==> src/rtl/fractal_sync_pkg.sv <==
// Shared request types and port tags for the fractal sync node.
// Used by both the rx (request) and tx (response) datapaths.
package fractal_sync_pkg;

  localparam int unsigned AGGR_W = 8;
  localparam int unsigned ID_W   = 8;
  localparam int unsigned SRC_W  = 4;
  localparam int unsigned TAG_W  = 2;

  localparam logic [TAG_W-1:0] EN_TAG = 2'b01;
  localparam logic [TAG_W-1:0] WS_TAG = 2'b10;

  typedef enum logic {
    PRIO_EN = 1'b0,
    PRIO_WS = 1'b1
  } prio_e;

  typedef struct packed {
    logic              sync;
    logic [AGGR_W-1:0] aggr;
    logic [ID_W-1:0]   id;
    logic [SRC_W-1:0]  src;
  } req_in_t;

  typedef struct packed {
    logic                    sync;
    logic [AGGR_W-1:0]       aggr;
    logic [ID_W-1:0]         id;
    logic [SRC_W+TAG_W-1:0]  src;
  } req_out_t;

endpackage

==> src/rtl/fractal_sync_fifo.sv <==
// Small synchronous FIFO with optional combinational head.
// A push into a full FIFO is dropped even if a pop happens alongside.
module fractal_sync_fifo
  import fractal_sync_pkg::*;
#(
  parameter int unsigned FIFO_DEPTH = 1,
  parameter type         fifo_t     = logic,
  parameter bit          COMB_OUT   = 1'b1
) (
  input  logic  clk_i,
  input  logic  rst_ni,
  input  logic  push_i,
  input  fifo_t data_i,
  input  logic  pop_i,
  output fifo_t data_o,
  output logic  full_o,
  output logic  empty_o
);

  localparam int unsigned PW =
    (FIFO_DEPTH > 1) ? $clog2(FIFO_DEPTH) : 1;
  localparam int unsigned CW = $clog2(FIFO_DEPTH + 1);
  localparam logic [PW-1:0] LAST = PW'(FIFO_DEPTH - 1);

  fifo_t         mem [FIFO_DEPTH];
  logic [PW-1:0] rd;
  logic [PW-1:0] wr;
  logic [CW-1:0] cnt;
  logic          do_push;
  logic          do_pop;

  assign full_o  = (cnt == CW'(FIFO_DEPTH));
  assign empty_o = (cnt == '0);
  assign do_push = push_i & ~full_o;
  assign do_pop  = pop_i & ~empty_o;

  always_ff @(posedge clk_i or negedge rst_ni) begin
    if (!rst_ni) begin
      rd  <= '0;
      wr  <= '0;
      cnt <= '0;
      for (int i = 0; i < int'(FIFO_DEPTH); i++) begin
        mem[i] <= '0;
      end
    end else begin
      if (do_push) begin
        mem[wr] <= data_i;
        wr      <= (wr == LAST) ? '0 : wr + 1'b1;
      end
      if (do_pop) begin
        rd <= (rd == LAST) ? '0 : rd + 1'b1;
      end
      if (do_push && !do_pop) begin
        cnt <= cnt + 1'b1;
      end else if (!do_push && do_pop) begin
        cnt <= cnt - 1'b1;
      end
    end
  end

  if (COMB_OUT) begin : g_comb_out
    assign data_o = mem[rd];
  end else begin : g_reg_out
    fifo_t head_q;
    always_ff @(posedge clk_i or negedge rst_ni) begin
      if (!rst_ni) begin
        head_q <= '0;
      end else begin
        head_q <= mem[rd];
      end
    end
    assign data_o = head_q;
  end

endmodule

==> src/rtl/fractal_sync_rx.sv <==
// Request-side datapath: per-port FIFOs for en/ws children,
// round-robin merged into one source-tagged request stream.
module fractal_sync_rx
  import fractal_sync_pkg::*;
#(
  parameter type         fsync_req_in_t  = req_in_t,
  parameter type         fsync_req_out_t = req_out_t,
  parameter bit          COMB_IN         = 1'b0,
  parameter int unsigned FIFO_DEPTH      = 1
) (
  input  logic           clk_i,
  input  logic           rst_ni,
  input  fsync_req_in_t  en_req_i,
  input  fsync_req_in_t  ws_req_i,
  output logic           en_error_overflow_o,
  output logic           ws_error_overflow_o,
  output logic           empty_o,
  output fsync_req_out_t req_o,
  input  logic           pop_i
);

  if (FIFO_DEPTH == 0) begin : g_bad_depth
    $error("fractal_sync_rx: FIFO_DEPTH must be > 0");
  end

  if ($bits(req_o.src) != $bits(en_req_i.src) + 2) begin : g_bad_src
    $error("fractal_sync_rx: output src must be input src + 2 bits");
  end

  fsync_req_in_t  en_smp;
  fsync_req_in_t  ws_smp;
  logic           en_push_q;
  logic           ws_push_q;
  fsync_req_out_t en_tag;
  fsync_req_out_t ws_tag;
  fsync_req_out_t en_head;
  fsync_req_out_t ws_head;
  logic           en_full;
  logic           ws_full;
  logic           en_empty;
  logic           ws_empty;
  logic           en_valid;
  logic           ws_valid;
  logic           sel_ws;
  logic           do_pop;
  logic           en_pop;
  logic           ws_pop;
  prio_e          prio;

  if (COMB_IN) begin : g_comb_in
    assign en_smp    = en_req_i;
    assign ws_smp    = ws_req_i;
    assign en_push_q = en_req_i.sync;
    assign ws_push_q = ws_req_i.sync;
  end else begin : g_reg_in
    always_ff @(posedge clk_i or negedge rst_ni) begin
      if (!rst_ni) begin
        en_smp    <= '0;
        ws_smp    <= '0;
        en_push_q <= 1'b0;
        ws_push_q <= 1'b0;
      end else begin
        if (en_req_i.sync) begin
          en_smp <= en_req_i;
        end
        if (ws_req_i.sync) begin
          ws_smp <= ws_req_i;
        end
        en_push_q <= en_req_i.sync;
        ws_push_q <= ws_req_i.sync;
      end
    end
  end

  // Origin tag lives in the two LSBs so downstream strips it by >> 2.
  always_comb begin
    en_tag      = '0;
    en_tag.sync = en_smp.sync;
    en_tag.aggr = en_smp.aggr;
    en_tag.id   = en_smp.id;
    en_tag.src  = {en_smp.src, EN_TAG};
    ws_tag      = '0;
    ws_tag.sync = ws_smp.sync;
    ws_tag.aggr = ws_smp.aggr;
    ws_tag.id   = ws_smp.id;
    ws_tag.src  = {ws_smp.src, WS_TAG};
  end

  fractal_sync_fifo #(
    .FIFO_DEPTH (FIFO_DEPTH),
    .fifo_t     (fsync_req_out_t),
    .COMB_OUT   (1'b1)
  ) u_en_fifo (
    .clk_i   (clk_i),
    .rst_ni  (rst_ni),
    .push_i  (en_push_q),
    .data_i  (en_tag),
    .pop_i   (en_pop),
    .data_o  (en_head),
    .full_o  (en_full),
    .empty_o (en_empty)
  );

  fractal_sync_fifo #(
    .FIFO_DEPTH (FIFO_DEPTH),
    .fifo_t     (fsync_req_out_t),
    .COMB_OUT   (1'b1)
  ) u_ws_fifo (
    .clk_i   (clk_i),
    .rst_ni  (rst_ni),
    .push_i  (ws_push_q),
    .data_i  (ws_tag),
    .pop_i   (ws_pop),
    .data_o  (ws_head),
    .full_o  (ws_full),
    .empty_o (ws_empty)
  );

  assign en_error_overflow_o = en_push_q & en_full;
  assign ws_error_overflow_o = ws_push_q & ws_full;

  assign en_valid = ~en_empty;
  assign ws_valid = ~ws_empty;

  always_comb begin
    sel_ws = 1'b0;
    unique case (1'b1)
      en_valid && ws_valid:  sel_ws = (prio == PRIO_WS);
      ws_valid && !en_valid: sel_ws = 1'b1;
      default:               sel_ws = 1'b0;
    endcase
  end

  assign empty_o = ~(en_valid | ws_valid);
  assign req_o   = sel_ws ? ws_head : en_head;
  assign do_pop  = pop_i & ~empty_o;
  assign en_pop  = do_pop & ~sel_ws;
  assign ws_pop  = do_pop & sel_ws;

  // After a pop the other port gets priority.
  always_ff @(posedge clk_i or negedge rst_ni) begin
    if (!rst_ni) begin
      prio <= PRIO_EN;
    end else if (do_pop) begin
      prio <= sel_ws ? PRIO_EN : PRIO_WS;
    end
  end

endmodule

==> config.mk <==
export PLATFORM = sky130hd
export DESIGN_NAME = fractal_sync_rx
export DESIGN_NICKNAME = d
export VERILOG_FILES = /design/src/rtl/fractal_sync_pkg.sv /design/src/rtl/fractal_sync_fifo.sv /design/src/rtl/fractal_sync_rx.sv
export SDC_FILE = /design/constraint.sdc
export NUM_CORES = 1
export LEC_CHECK = 0
export ABC_AREA = 1
export BUFFER_PORTS_ARGS = -buffer_cell sky130_fd_sc_hd__buf_2
export CORE_ASPECT_RATIO = 1.75
export CORE_MARGIN = 10
export CORE_UTILIZATION = 45
export CTS_CLUSTER_DIAMETER = 100
export DETAILED_ROUTE_END_ITERATION = 6
export PLACE_DENSITY = 0.67
export SYNTH_ARGS = -nofsm -noshare
export SYNTH_HDL_FRONTEND = slang
export SYNTH_HIERARCHICAL = 1
export SYNTH_SLANG_ARGS = --single-unit
==> constraint.sdc <==
create_clock -name clk_i -period 1.4 [get_ports clk_i]
set_input_delay 0.07 -clock clk_i [delete_from_list [all_inputs] [get_ports clk_i]]
set_output_delay 0.07 -clock clk_i [all_outputs]
set_load 0.01 [all_outputs]
==> impl_metrics.ini <==
[global_route]
globalRouteTotalUtil_pct = 15.36
antenna_found_initial = 0
grt_overflow = 0
grt_pass1_vias = 3433
grt_pass1_wl_mm = 16.39
grt_max_degree = 33

[route]
dr_total_vias = 3382
drtIter0Drc = 173
viasPerCell = 4.697
postRouteAntennaNets = 0
drt_wl_total_mm = 9.655
drc = 0
wl_per_cell_um = 13.41
firstDrtPassIters = 4

[synthesis]
syn-cell-area_mm2 = 0.003936
synth_top_family_by_area = simple AND/OR/NAND/NOR gates
synthDistinctLibCells = 15
synth_area_per_cell_um2 = 8.252
ys_seq_elements = 93
synth.area.mux_share_pct = 0
synthSimpleGateAreaFrac_pct = 35.41
synthXorXnorAreaFrac_pct = 0
yosysWarnings = 6
synth_fa_ha_area_share_pct = 0
ys_seq_area_share_pct = 59.12
syn_inst = 477
synth-compound-area-share_pct = 0.3814

[setup_path]
r2r_end = u_en_fifo/mem[17]
start_kind = register
r2r_cells = 6
r2r-start = u_en_fifo/full_o
cpPeakStageDelay_ps = 390
crit_required_ps = 1330
criticalPathCategory = reg2out
critical_path.max_fanout = 6
crit_start = u_en_fifo/full_o
crit_arrival_ps = 1390
r2r_setup_slack_ps = 150
crit_chain = inv_2 -> inv_4 -> nand2_8 -> buf_8 -> nand3_2 -> nand2_2 -> buf_6
critPathCaptureType = primary output
slowest_stage = dfrtp_1

[hold_path]
whs_endpoint = prio
hp-start = pop_i
whs_path_depth = 4
worstHoldPathType = in2reg

[cells_and_area]
fillCellCount = 737
diodes = 0
fin_nets = 644
area_growth_pct = 38.30
utilization_pct = 63.20
design_area_mm2 = 0.005444
drive_gt1_share_pct = 24.54

[job]
drv_cap = 0

[sta]
setup_viol = 23
tightest_slew_ps = 569.2
setup_slack_ps = -57.31
tns_ps = -774.4
period_minus_slack_ps = 1457
maxSlewViolCount = 0
rsz0062_at_grt = yes
hold_viol = 0
finClkSkew_ps = 5.063
fmaxAchievable_mhz = 686.2
period_share_pct = 104.1
slew_headroom_pct = 62.01

[floorplan]
die_width_um = 90.70
die_area_mm2 = 0.01304
rows = 45
core_area_mm2 = 0.008615
initial_core_util_pct = 45.69
num_io_pins = 71
die_h_um = 143.7

[placed_design]
place_area_mm2 = 0.004456
portBuffers = 70
gp_congestion = 0.8640
dp_hpwl_mm = 6.827

[power_and_ir_drop]
power_density_mw_per_mm2 = 1934
leakage_nw = 2.953
peakVddDrop_uv = 966.5

[clock_network]
cts.sinks = 93
clock_path_buffers = 2
h-tree-depth = 3
clk_latency_ps = 330
cts_buffers = 9
cts_tree = done
clkTransAtPathRegs_ps = 60
cts-root-buf = clkbuf_16

[status]
violations = negative setup slack
status = finished, violations left
-- logic make-up after synthesis --
group / count (synthesis)
AND/OR/NAND/NOR: 341
flip-flops: 93
buffers and inverters: 38
AO/OA/AOI/OAI: 3
other: 2
-- Yosys cell counts (all sizes together) --
cell / count / share of area (%)
a21oi: 1 / 0.13
conb: 2 / 0.19
nand3: 69 / 8.8
dfrtp: 93 / 59
or2: 2 / 0.32
inv: 12 / 1.1
nand2: 269 / 26
o21ai: 2 / 0.25
nor2: 1 / 0.16
buf: 26 / 3.8
-- cell usage in the layout, fill, tap and decap left out, types with 2 or more instances in the layout --
cell           netlist  final
nand2_1            265    253
dfrtp_1             93     93
buf_2               22     59
nand3_1             69     50
dlygate4sd3_1        0     42
nand3_2              0     18
buf_6                2     15
buf_4                2     14
nand2_2              2     13
clkbuf_16            0      9
inv_1                8      6
inv_2                4      4
clkbuf_1             0      4
conb_1               2      4
nand2_8              0      3
inv_4                0      2
or2_2                2      2
buf_12               0      2
buf_8                0      2
o21ai_0              2      2
-- final cells by class --
| cell class | instances | area [um2] | area share (%) |
|---|---|---|---|
| flip-flops and latches | 93 | 2327 | 42.75 |
| multi-input cells | 349 | 1599 | 29.37 |
| repair buffers | 134 | 1060 | 19.47 |
| clock buffers | 14 | 254.0 | 4.666 |
| well taps | 117 | 146.4 | 2.689 |
| inverters | 12 | 50.05 | 0.9193 |
| clock inverters | 1 | 7.507 | 0.1379 |
-- worst max-delay path by stage --
stage / endpoint / slack, ps
2_1_floorplan: u_ws_fifo/full_o / 130
3_3_place_gp: u_en_fifo/mem[15] / 190
3_5_place_dp: u_en_fifo/mem[8] / 130
4_1_cts: req_o[10] / -80
5_1_grt: req_o[18] / -130
6_report: req_o[22] / -60
-- critical path, delay by kind of cell, from the launching register on --
| family | cells | cell delay (ps) |
|---|---|---|
| buf+inv | 4 | 380 |
| simple gates | 3 | 300 |
| flops | 1 | 390 |
-- per-stage QoR --
stage	hold WS (ps)	std cells	worst slack [ps]	power, W
6_report	40.97	720	-57.31	0.01053
5_1_grt	52.50	720	-132.9	0.01126
4_1_cts	21.63	720	-76.18	0.009940
3_5_place_dp	39.47	658	129.0	0.007298
3_3_place_gp	40.29	658	190.2	0.007175
2_1_floorplan	-225.6	479	129.9	0.006032
-- state kept, by name (all words and copies together), names as in the netlist --
signal / flops
u_en_fifo/mem: 23
u_ws_fifo/mem: 23
en_smp: 21
ws_smp: 21
en_push_q: 1
prio: 1
u_en_fifo/full_o: 1
u_ws_fifo/full_o: 1
ws_push_q: 1
-- report_power, final --
group	leakage, nW	switching (W)	internal [W]
registers	1.14	0.000484	0.00344
logic	1.69	0.00257	0.00188
clock network	0.123	0.000911	0.00124
-- routing by layer --
metal  wire [um]  vias to the layer above  GRT usage (%)
met5           0                        -              0
met4         248                        0          5.976
met3         394                       17          3.551
met2        5050                       72          27.30
met1        3961                     1576          17.37
li1            -                     1717              -
-- what timing repair did --
action	CTS	global route
pin swaps	6	20
endpoints found under the hold margin	69	0
endpoints found under the setup margin	23	48
resized for setup	14	47
gates cloned	3	0
hold buffers	42	0
setup buffers	2	0
(Power assumes the default switching activity.)
